File: config.mk
export PLATFORM = sky130hd
export DESIGN_NAME = telemetry_conditioner_flat
export DESIGN_NICKNAME = d
export VERILOG_FILES = /design/src/rtl/telemetry_conditioner_if.sv /design/src/rtl/telemetry_conditioner.sv /design/src/flat_wrapper.sv
export SDC_FILE = /design/constraint.sdc
export NUM_CORES = 1
export LEC_CHECK = 0
export ABC_AREA = 1
export CORE_UTILIZATION = 30
export CTS_CLUSTER_SIZE = 24
export DETAILED_ROUTE_END_ITERATION = 8
export HOLD_SLACK_MARGIN = 0.03
export MAX_ROUTING_LAYER = met4
export PLACE_DENSITY = 0.53
export SLEW_MARGIN = 20
export SYNTH_ARGS = -nofsm -noshare
export SYNTH_HDL_FRONTEND = slang
export SYNTH_SLANG_ARGS = --single-unit
File: constraint.sdc
create_clock -name clk -period 5.85 [get_ports clk]
set_clock_uncertainty 0.15 [all_clocks]
set_input_delay 0.585 -clock clk [delete_from_list [all_inputs] [get_ports clk]]
set_output_delay 0.585 -clock clk [all_outputs]
set_load 0.02 [all_outputs]
File: src/rtl/telemetry_conditioner_if.sv
// Raw-frame input and conditioned-frame output bundle of telemetry_conditioner.
// The master side is the frame producer/consumer; the conditioner uses slave.
interface telemetry_conditioner_if;
    logic       in_valid;
    logic       in_ready;
    logic [9:0] raw_altitude;
    logic       raw_temp;
    logic       raw_rad;
    logic       raw_oxygen;
    logic       raw_life;
    logic       out_valid;
    logic       out_ready;
    logic [9:0] altitude;
    logic       temp;
    logic       rad;
    logic       oxygen;
    logic       life;
    logic       fill_done;
    logic       stale;

    modport master (
        output in_valid, raw_altitude, raw_temp, raw_rad, raw_oxygen, raw_life, out_ready,
        input  in_ready, out_valid, altitude, temp, rad, oxygen, life, fill_done, stale
    );

    modport slave (
        input  in_valid, raw_altitude, raw_temp, raw_rad, raw_oxygen, raw_life, out_ready,
        output in_ready, out_valid, altitude, temp, rad, oxygen, life, fill_done, stale
    );
endinterface

File: src/rtl/telemetry_conditioner.sv
// Sensor front end: moving-average altitude, per-flag debounce, one output frame per accept.
// Optional idle watchdog enabled by defining STALE_TIMEOUT_EN.
//
// state  | meaning
// S_FILL | collecting the first WINDOW samples, no output frames
// S_RUN  | window full, every accept produces a frame one cycle later
module telemetry_conditioner #(
    parameter int AVG_LOG2    = 2,
    parameter int DEB_COUNT   = 3,
    parameter int TIMEOUT_CYC = 1000
) (
    input  logic                    clk,
    input  logic                    rst,
    input  logic                    flush,
    telemetry_conditioner_if.slave  bus
);
    localparam int WINDOW = 1 << AVG_LOG2;
    localparam int SUM_W  = 10 + AVG_LOG2;
    localparam logic [AVG_LOG2:0] FILL_LAST = (AVG_LOG2 + 1)'(WINDOW - 1);
    localparam logic [2:0]        DEB_LAST  = 3'(DEB_COUNT - 1);

    if (AVG_LOG2 < 1 || AVG_LOG2 > 4 || DEB_COUNT < 1 || DEB_COUNT > 7 || TIMEOUT_CYC < 1) begin : g_bad_param
        $error("telemetry_conditioner: parameter out of legal range");
    end

    typedef enum logic {S_FILL, S_RUN} state_t;

    state_t              state, state_next;
    logic [9:0]          win [WINDOW];
    logic [AVG_LOG2-1:0] ptr;
    logic [SUM_W-1:0]    sum, sum_next;
    logic [AVG_LOG2:0]   fill_cnt;
    logic [2:0]          deb_cnt [4];
    logic [3:0]          raw_flags, flags;
    logic [9:0]          altitude_q;
    logic                out_valid_q, in_ready, accept, clear, frame_load, stale_hit;

    assign in_ready  = !flush && (!out_valid_q || bus.out_ready);
    assign accept    = bus.in_valid && in_ready;
    assign clear     = flush || stale_hit;
    assign raw_flags = {bus.raw_life, bus.raw_oxygen, bus.raw_rad, bus.raw_temp};
    assign sum_next  = sum - {{AVG_LOG2{1'b0}}, win[ptr]} + {{AVG_LOG2{1'b0}}, bus.raw_altitude};

    assign bus.in_ready  = in_ready;
    assign bus.out_valid = out_valid_q;
    assign bus.altitude  = altitude_q;
    assign bus.temp      = flags[0];
    assign bus.rad       = flags[1];
    assign bus.oxygen    = flags[2];
    assign bus.life      = flags[3];
    assign bus.fill_done = (state == S_RUN);

    always_ff @(posedge clk) begin
        if (rst) state <= S_FILL;
        else     state <= state_next;
    end

    always_comb begin
        state_next = state;
        frame_load = 1'b0;
        if (clear) begin
            state_next = S_FILL;
        end else if (accept) begin
            case (state)
                S_FILL: if (fill_cnt == FILL_LAST) begin
                    state_next = S_RUN;
                    frame_load = 1'b1;
                end
                S_RUN:  frame_load = 1'b1;
                default: state_next = S_FILL;
            endcase
        end
    end

    // Altitude register is deliberately left untouched by flush.
    always_ff @(posedge clk) begin
        if (rst || clear) begin
            for (int i = 0; i < WINDOW; i++) win[i] <= '0;
            ptr         <= '0;
            sum         <= '0;
            fill_cnt    <= '0;
            out_valid_q <= 1'b0;
            if (rst) altitude_q <= '0;
        end else begin
            if (accept) begin
                win[ptr] <= bus.raw_altitude;
                ptr      <= ptr + 1'b1;
                sum      <= sum_next;
                if (state == S_FILL) fill_cnt <= fill_cnt + 1'b1;
            end
            if (frame_load) begin
                out_valid_q <= 1'b1;
                altitude_q  <= sum_next[SUM_W-1:AVG_LOG2];
            end else if (bus.out_ready) begin
                out_valid_q <= 1'b0;
            end
        end
    end

    always_ff @(posedge clk) begin
        for (int i = 0; i < 4; i++) begin
            if (rst) begin
                flags[i]   <= 1'b0;
                deb_cnt[i] <= '0;
            end else if (clear) begin
                deb_cnt[i] <= '0;
            end else if (accept) begin
                if (raw_flags[i] == flags[i]) begin
                    deb_cnt[i] <= '0;
                end else if (deb_cnt[i] == DEB_LAST) begin
                    flags[i]   <= ~flags[i];
                    deb_cnt[i] <= '0;
                end else begin
                    deb_cnt[i] <= deb_cnt[i] + 1'b1;
                end
            end
        end
    end

`ifdef STALE_TIMEOUT_EN
    localparam int IDLE_W = $clog2(TIMEOUT_CYC + 1);
    localparam logic [IDLE_W-1:0] IDLE_MAX  = IDLE_W'(TIMEOUT_CYC);
    localparam logic [IDLE_W-1:0] IDLE_LAST = IDLE_W'(TIMEOUT_CYC - 1);

    logic [IDLE_W-1:0] idle_cnt;
    logic              stale_q;

    // Fires on the edge where the counter reaches TIMEOUT_CYC; saturation stops repeats.
    assign stale_hit = !accept && (idle_cnt == IDLE_LAST);
    assign bus.stale = stale_q;

    always_ff @(posedge clk) begin
        if (rst) begin
            idle_cnt <= '0;
            stale_q  <= 1'b0;
        end else if (flush) begin
            idle_cnt <= '0;
        end else if (accept) begin
            idle_cnt <= '0;
            stale_q  <= 1'b0;
        end else begin
            if (idle_cnt != IDLE_MAX) idle_cnt <= idle_cnt + 1'b1;
            if (stale_hit)            stale_q  <= 1'b1;
        end
    end
`else
    assign stale_hit = 1'b0;
    assign bus.stale = 1'b0;
`endif
endmodule

File: src/flat_wrapper.sv
// flat-port wrapper written by rule: the top's interface ports become plain ports
module telemetry_conditioner_flat 
#(
    parameter int AVG_LOG2    = 2,
    parameter int DEB_COUNT   = 3,
    parameter int TIMEOUT_CYC = 1000
)
  (clk, rst, flush, bus_in_valid, bus_raw_altitude, bus_raw_temp, bus_raw_rad, bus_raw_oxygen, bus_raw_life, bus_out_ready, bus_in_ready, bus_out_valid, bus_altitude, bus_temp, bus_rad, bus_oxygen, bus_life, bus_fill_done, bus_stale);
  telemetry_conditioner_if bus_i ();
  input  logic clk;
  input  logic rst;
  input  logic flush;
  input wire logic [$bits(bus_i.in_valid)-1:0] bus_in_valid;
  input wire logic [$bits(bus_i.raw_altitude)-1:0] bus_raw_altitude;
  input wire logic [$bits(bus_i.raw_temp)-1:0] bus_raw_temp;
  input wire logic [$bits(bus_i.raw_rad)-1:0] bus_raw_rad;
  input wire logic [$bits(bus_i.raw_oxygen)-1:0] bus_raw_oxygen;
  input wire logic [$bits(bus_i.raw_life)-1:0] bus_raw_life;
  input wire logic [$bits(bus_i.out_ready)-1:0] bus_out_ready;
  output wire logic [$bits(bus_i.in_ready)-1:0] bus_in_ready;
  output wire logic [$bits(bus_i.out_valid)-1:0] bus_out_valid;
  output wire logic [$bits(bus_i.altitude)-1:0] bus_altitude;
  output wire logic [$bits(bus_i.temp)-1:0] bus_temp;
  output wire logic [$bits(bus_i.rad)-1:0] bus_rad;
  output wire logic [$bits(bus_i.oxygen)-1:0] bus_oxygen;
  output wire logic [$bits(bus_i.life)-1:0] bus_life;
  output wire logic [$bits(bus_i.fill_done)-1:0] bus_fill_done;
  output wire logic [$bits(bus_i.stale)-1:0] bus_stale;
  assign bus_i.in_valid = bus_in_valid;
  assign bus_i.raw_altitude = bus_raw_altitude;
  assign bus_i.raw_temp = bus_raw_temp;
  assign bus_i.raw_rad = bus_raw_rad;
  assign bus_i.raw_oxygen = bus_raw_oxygen;
  assign bus_i.raw_life = bus_raw_life;
  assign bus_i.out_ready = bus_out_ready;
  assign bus_in_ready = bus_i.in_ready;
  assign bus_out_valid = bus_i.out_valid;
  assign bus_altitude = bus_i.altitude;
  assign bus_temp = bus_i.temp;
  assign bus_rad = bus_i.rad;
  assign bus_oxygen = bus_i.oxygen;
  assign bus_life = bus_i.life;
  assign bus_fill_done = bus_i.fill_done;
  assign bus_stale = bus_i.stale;
  telemetry_conditioner #(.AVG_LOG2(AVG_LOG2), .DEB_COUNT(DEB_COUNT), .TIMEOUT_CYC(TIMEOUT_CYC)) u_core (.clk(clk), .rst(rst), .flush(flush), .bus(bus_i));
endmodule
==> run_results.csv, run 1 <==
group,metric,value,unit
final_layout,fill_cells,1548,
hold_path,hp-class,"reg -> reg",
run_status,status,"completed",
logic_synthesis,syn_area_per_cell,8.89,µm²
placed_design,io_buffers,35,
logic_synthesis,synthDistinctLibCells,34,
logic_synthesis,syn_nets,574,
sta,tns,0,ps
logic_synthesis,synthMostInstantiatedCell,"nand2_1",
cts,clk_latency,350,ps
setup_path,cp_data_required_time,5780,ps
setup_path,cp_data_arrival_time,3570,ps
floorplanning,ios,37,
logic_synthesis,synth_mux_area_share,0,%
logic_synthesis,synthTopCellsByArea,"edfxtp_1, dfxtp_1, nand2_1",
sta,drv_slew,0,
floorplanning,die_h,127,µm
routing,first_pass_iters,4,
setup_path,worstSetupPathType,"reg -> reg",
logic_synthesis,synthFlopType,"edfxtp_1",
logic_synthesis,synth-simple-area-share,20.7,%
floorplanning,dieArea,16000,µm²
cts,postCtsSetupBuffers,0,
pwr,irDropWorstVdd,0.000143,V
sta,slew_headroom,37.5,%
sta,rsz0062_at_grt,"false",
cts,numCtsBuffers,9,
setup_path,worst_setup_path_start_kind,"register",
placed_design,dp_cells,734,
logic_synthesis,yosysSeqAreaShare,50.8,%
placed_design,dp_hpwl,7710,µm
logic_synthesis,synth_compound_area_share,6.48,%
sta,min_period,3630,ps
logic_synthesis,netlist.top_cell.by_area,"edfxtp_1",
routing,drt-initial-drc-count,220,
floorplanning,start_util,30.7,%
grt,grt_pass1_wl,17000,µm
logic_synthesis,async_reset_ff_share,0,%
logic_synthesis,synth.top_cells.by_count,"nand2_1, inv_1, nor2_1, edfxtp_1, o21ai_0",
final_layout,seqCellArea,2360,µm²
routing,vias_per_cell,4.58,
sta,hold_viol_final,0,
final_layout,final_cells,750,
sta,fmax,275,MHz
final_layout,nets,608,
routing,num_vias,3433,
setup_path,path_max_fanout,21,
grt,grt_pass1_vias,3530,
cts,clockRootBuffer,"clkbuf_16",
logic_synthesis,synth_top_family_by_area,"simple AND/OR/NAND/NOR gates",
routing,wl,10100,µm
logic_synthesis,synth_edf_count,62,
cts,cts_resized,0,
floorplanning,core,15100,µm²
cts,holdBufCountCts,0,
sta,tightest_slew,932,ps
logic_synthesis,synth_fa_ha_area_share,10.2,%
grt,grt_max_degree,26,
final_layout,diodes,0,
setup_path,cp-end-kind,"register",
floorplanning,die_x,127,µm
final_layout,drive_above_1_share,4.98,%
pwr,leakage,2.44,nW
cts,cts.sinks,87,
floorplanning,fp-row-count,45,
routing,drc,0,
logic_synthesis,synthCells,523,
routing,ant_nets,0,
run,maxCapViolations,0,
logic_synthesis,synth_area,4650,µm²
logic_synthesis,ys_ff_latch,87,
cts,clk_pin_slew,70,ps
final_layout,multi_input_area,1860,µm²
cts,tritoncts,"yes",
logic_synthesis,synth-xor-area-share,2.45,%
logic_synthesis,synth_top_area_share,40.0,%
logic_synthesis,synth_warnings,0,
placed_design,gp_congestion,0.881,
grt,overflow,0,
sta,fin_crit_sh,62.1,%
pwr,powerDensity,327,nW/µm²
cts,htree_levels,3,
cts,clock_tree.buffer_depth,2,
final_layout,syn_to_final_growth,17.6,%
grt,antenna_found_initial,0,
sta,setup_viol,0,
final_layout,final_core_util,36.1,%
routing,detail_route.wl_per_cell,13.5,µm
grt,grt.total_usage,14.4,%
==> sequential cells by signal (all words and copies together) (netlist names), named ones only <==
signal / count
u_core.bus.out_valid: 1
u_core.flags: 4
u_core.win: 40
u_core.deb_cnt: 12
u_core.fill_cnt: 3
u_core.sum: 12
u_core.bus.altitude: 10
u_core.bus.fill_done: 1
u_core.ptr: 2
==> metrics by stage <==
step	setup slack (ps)	instance area, µm²	hold slack (ps)	power (W)
5_1_grt	1940	5470	324	0.00191
4_1_cts	2230	5470	311	0.00182
6_report	2220	5470	310	0.00179
3_5_place_dp	2280	5170	300	0.00123
3_3_place_gp	2320	5170	299	0.00123
2_1_floorplan	3220	4650	276	0.00109
==> report_power, final <==
part	internal [W]	total [W]	switching, W
clock network	0.000331	0.000578	0.000247
logic	0.000181	0.000480	0.000299
registers	0.000711	0.000732	0.0000212
total	0.00122	0.00179	0.000568
==> critical path, stage by stage (launching register included) <==
cell and delay, ps:
dfxtp_1 730, inv_1 440, o21ai_0 290, o22ai_1 120, fa_1 490, inv_1 40
ha_1 360, or2_2 350, nand3_1 110, nand3b_1 80, nand2_1 130, nor2_1 60
==> cells by family (layout without fill, tap and decap cells) <==
logic type / Yosys count / after routing
xor+xnor: 13 / 13
other cells: 1 / 1
compound gates: 56 / 56
flops: 87 / 87
simple gates: 226 / 226
buf+inv: 108 / 147
fa+ha+maj: 32 / 32
==> cell type report <==
cell class                 instances  area share (%)
timing repair buffer              37            6.68
multi-input combinational        328            34.0
clock buffer                       9            4.12
sequential                        87            43.2
tap                              188            4.30
inverter                          94            6.45
clock inverter                     7            1.30
==> cell usage in the layout, fill, tap and decap left out, drive strengths merged <==
master and count:
or2 3, conb 1, bufinv 1, edfxtp 62, nand3 17, nor4 1, fa 10, a21oi 10
and3 2, ha 22, nor2 93, o211ai 1, o22ai 14, clkinvlp 2, xnor2 7, inv 95
nor3 5, clkbuf 9, nand4 5, buf 2, clkdlybuf4s50 35, a31oi 1, clkinv 3, dfxtp 25
and2 2, o21ai 30, nand3b 2, xor2 6, nand2 96
==> worst paths after layout <==
| path | start | to | slack, ps | cells after the start |
|---|---|---|---|---|
| max | register | u_core.bus.altitude[4] | 2220 | 11 |
| min reg2reg | u_core.sum[8] | u_core.sum[8] | 310 | 2 |
| max reg2reg | register | u_core.bus.altitude[4] | 2220 | 11 |
| min | u_core.sum[8] | u_core.sum[8] | 310 | 2 |
==> metal layers <==
layer | wire length (µm) | track usage, %
met1 | 4600 | 16.1
met2 | 5120 | 24.9
met3 | 311 | 4.26
met4 | 107 | 3.83
met5 | 0 | -
Power figures use the tool's default switching activity.
==> inputs of run 2 (changes only) <==
Clock period 5.85 ns to 3.5 ns, I/O delays scaled along.
==> run 2 against run 1 <==
Against the previous run: die area unchanged; first-iteration DRC count decreased by 0.45%; utilization increased by 0.28 points; routed wire length increased by 2.2%; global-route usage about the same; clock power increased by 66%; critical path depth increased by 1; largest cell class unchanged; largest power group unchanged; highest routed layer unchanged.
==> run_results.csv, run 2 (same netlist as run 1, synthesis figures left out) <==
group,metric,value,unit
run_status,status,"completed",
setup_path,cp_common_cell,"nand2_1",
floorplanning,fp-row-count,45,
routing,ant_nets,0,
grt,grt_max_degree,25,
setup_path,crit_family,"adder cells",
floorplanning,dieArea,16000,µm²
cts,tritoncts,"yes",
cts,cts.sinks,87,
cts,clockRootBuffer,"clkbuf_16",
floorplanning,start_util,30.7,%
setup_path,r2r_slack,410,ps
pwr,irDropWorstVdd,0.000256,V
final_layout,largest_reg_flops,40,
sta,min_period,3090,ps
routing,first_pass_iters,5,
cts,clock_tree.buffer_depth,2,
setup_path,slowest_stage,"fa_1",
placed_design,gp_congestion,0.857,
sta,fin_crit_sh,88.2,%
cts,postCtsSetupBuffers,0,
hold_path,worstHoldEndpoint,"u_core.sum[9]",
setup_path,r2r.worst_path.cells,12,
sta,slew_headroom,62.6,%
sta,drv_slew,0,
routing,drt-initial-drc-count,219,
setup_path,cp_data_required_time,3450,ps
setup_path,critPathMaxStageDelay,460,ps
setup_path,cp.buffers_inverters,2,
routing,wl,10400,µm
final_layout,final_common_cell,"nand2_1",
placed_design,dpl-instance-area,5220,µm²
cts,numCtsBuffers,9,
setup_path,cp_data_arrival_time,3030,ps
final_layout,nets,614,
routing,num_vias,3516,
sta,rsz0062_at_grt,"false",
setup_path,cp-end-kind,"register",
setup_path,path_max_fanout,20,
hold_path,hp-class,"reg -> reg",
final_layout,drive_above_1_share,5.63,%
sta,setup_viol,0,
grt,grt_pass1_vias,3577,
routing,vias_per_cell,4.65,
grt,antenna_found_initial,0,
pwr,powerDensity,544,nW/µm²
pwr,leakage,2.48,nW
floorplanning,die_h,127,µm
routing,drc,0,
placed_design,dp_hpwl,7560,µm
final_layout,fill_cells,1532,
final_layout,reg.largest.list,"u_core.win (40), u_core.deb_cnt (12), u_core.sum (12)",
final_layout,syn_to_final_growth,18.6,%
sta,tightest_slew,560,ps
hold_path,hold_path_startpoint,"u_core.sum[9]",
sta,tns,0,ps
setup_path,r2r_end,"u_core.bus.altitude[3]",
floorplanning,die_x,127,µm
final_layout,regMostFlops,"u_core.win",
placed_design,io_buffers,35,
setup_path,path_cells,"inv_1 -> o21ai_0 -> o22ai_1 -> fa_1 -> inv_1 -> ha_1 -> nand2_1 -> nand3_2 -> nand2_1 -> nand2_1 -> xor2_1 -> and2_1",
grt,grt_pass1_wl,17100,µm
floorplanning,ios,37,
cts,holdBufCountCts,0,
setup_path,worst_setup_path_start_kind,"register",
routing,detail_route.wl_per_cell,13.7,µm
run,maxCapViolations,0,
grt,grt.total_usage,14.4,%
cts,cts_resized,0,
cts,clk_pin_slew,60,ps
cts,htree_levels,3,
final_layout,diodes,0,
floorplanning,core,15100,µm²
final_layout,final_cell_mix,"nand2_1, inv_1, nor2_1",
sta,fmax,324,MHz
sta,hold_viol_final,0,
final_layout,final_area,5510,µm²
grt,overflow,0,
hold_path,whs_path_depth,2,
cts,clk_latency,340,ps
setup_path,worstSetupPathType,"reg -> reg",
run 2: per-layer routing:
layer / part of all wire, % / routed length (µm) / vias to the layer above / track usage [%]
li1: - / - / 1749 / -
met1: 47 / 4860 / 1678 / 17.1
met2: 47 / 4870 / 79 / 23.7
met3: 4.8 / 497 / 10 / 4.01
met4: 1.3 / 134 / 0 / 4.39
met5: 0 / 0 / - / -
run 2: tightest hold or removal path: stages (launching register included):
cell     delay (ps)
dfxtp_1         310
nand2_1          60
nand2_1          40
run 2: how the worst max path moves through the flow:
stage                              startpoint                endpoint  slack [ps]  cells past startpoint
after global placement    bus_raw_altitude[1]  u_core.bus.altitude[4]         430                     11
after CTS                            register  u_core.bus.altitude[3]         430                     12
after detailed placement  bus_raw_altitude[1]  u_core.bus.altitude[2]         430                     10
final                                register  u_core.bus.altitude[3]         410                     12
after floorplan                      register  u_core.bus.altitude[2]         870                     11
after global routing                 register  u_core.bus.altitude[7]         220                     13
run 2: stage by stage:
step	power (W)	setup WS (ps)	utilization, %	hold slack [ps]	instances
final	0.00300	411	36.4	313	756
after global routing	0.00319	223	36.4	346	756
after CTS	0.00303	426	36.4	314	756
after detailed placement	0.00207	427	34.5	306	740
after global placement	0.00206	429	34.5	298	740
after floorplan	0.00183	866	-	276	523
run 2: where the power goes:
| group | internal [W] | switching (W) | total [W] |
|---|---|---|---|
| Clock | 0.000571 | 0.000389 | 0.000960 |
| Sequential | 0.00119 | 0.0000315 | 0.00122 |
| Combinational | 0.000307 | 0.000516 | 0.000823 |
run 2: layout make-up:
class	instances	area [µm²]	share of cell area (%)
clock buffer	12	246	4.47
sequential	87	2360	42.8
multi-input combinational	328	1860	33.7
tap	188	235	4.27
timing repair buffer	43	410	7.44
clock inverter	4	47.5	0.862
inverter	94	353	6.40
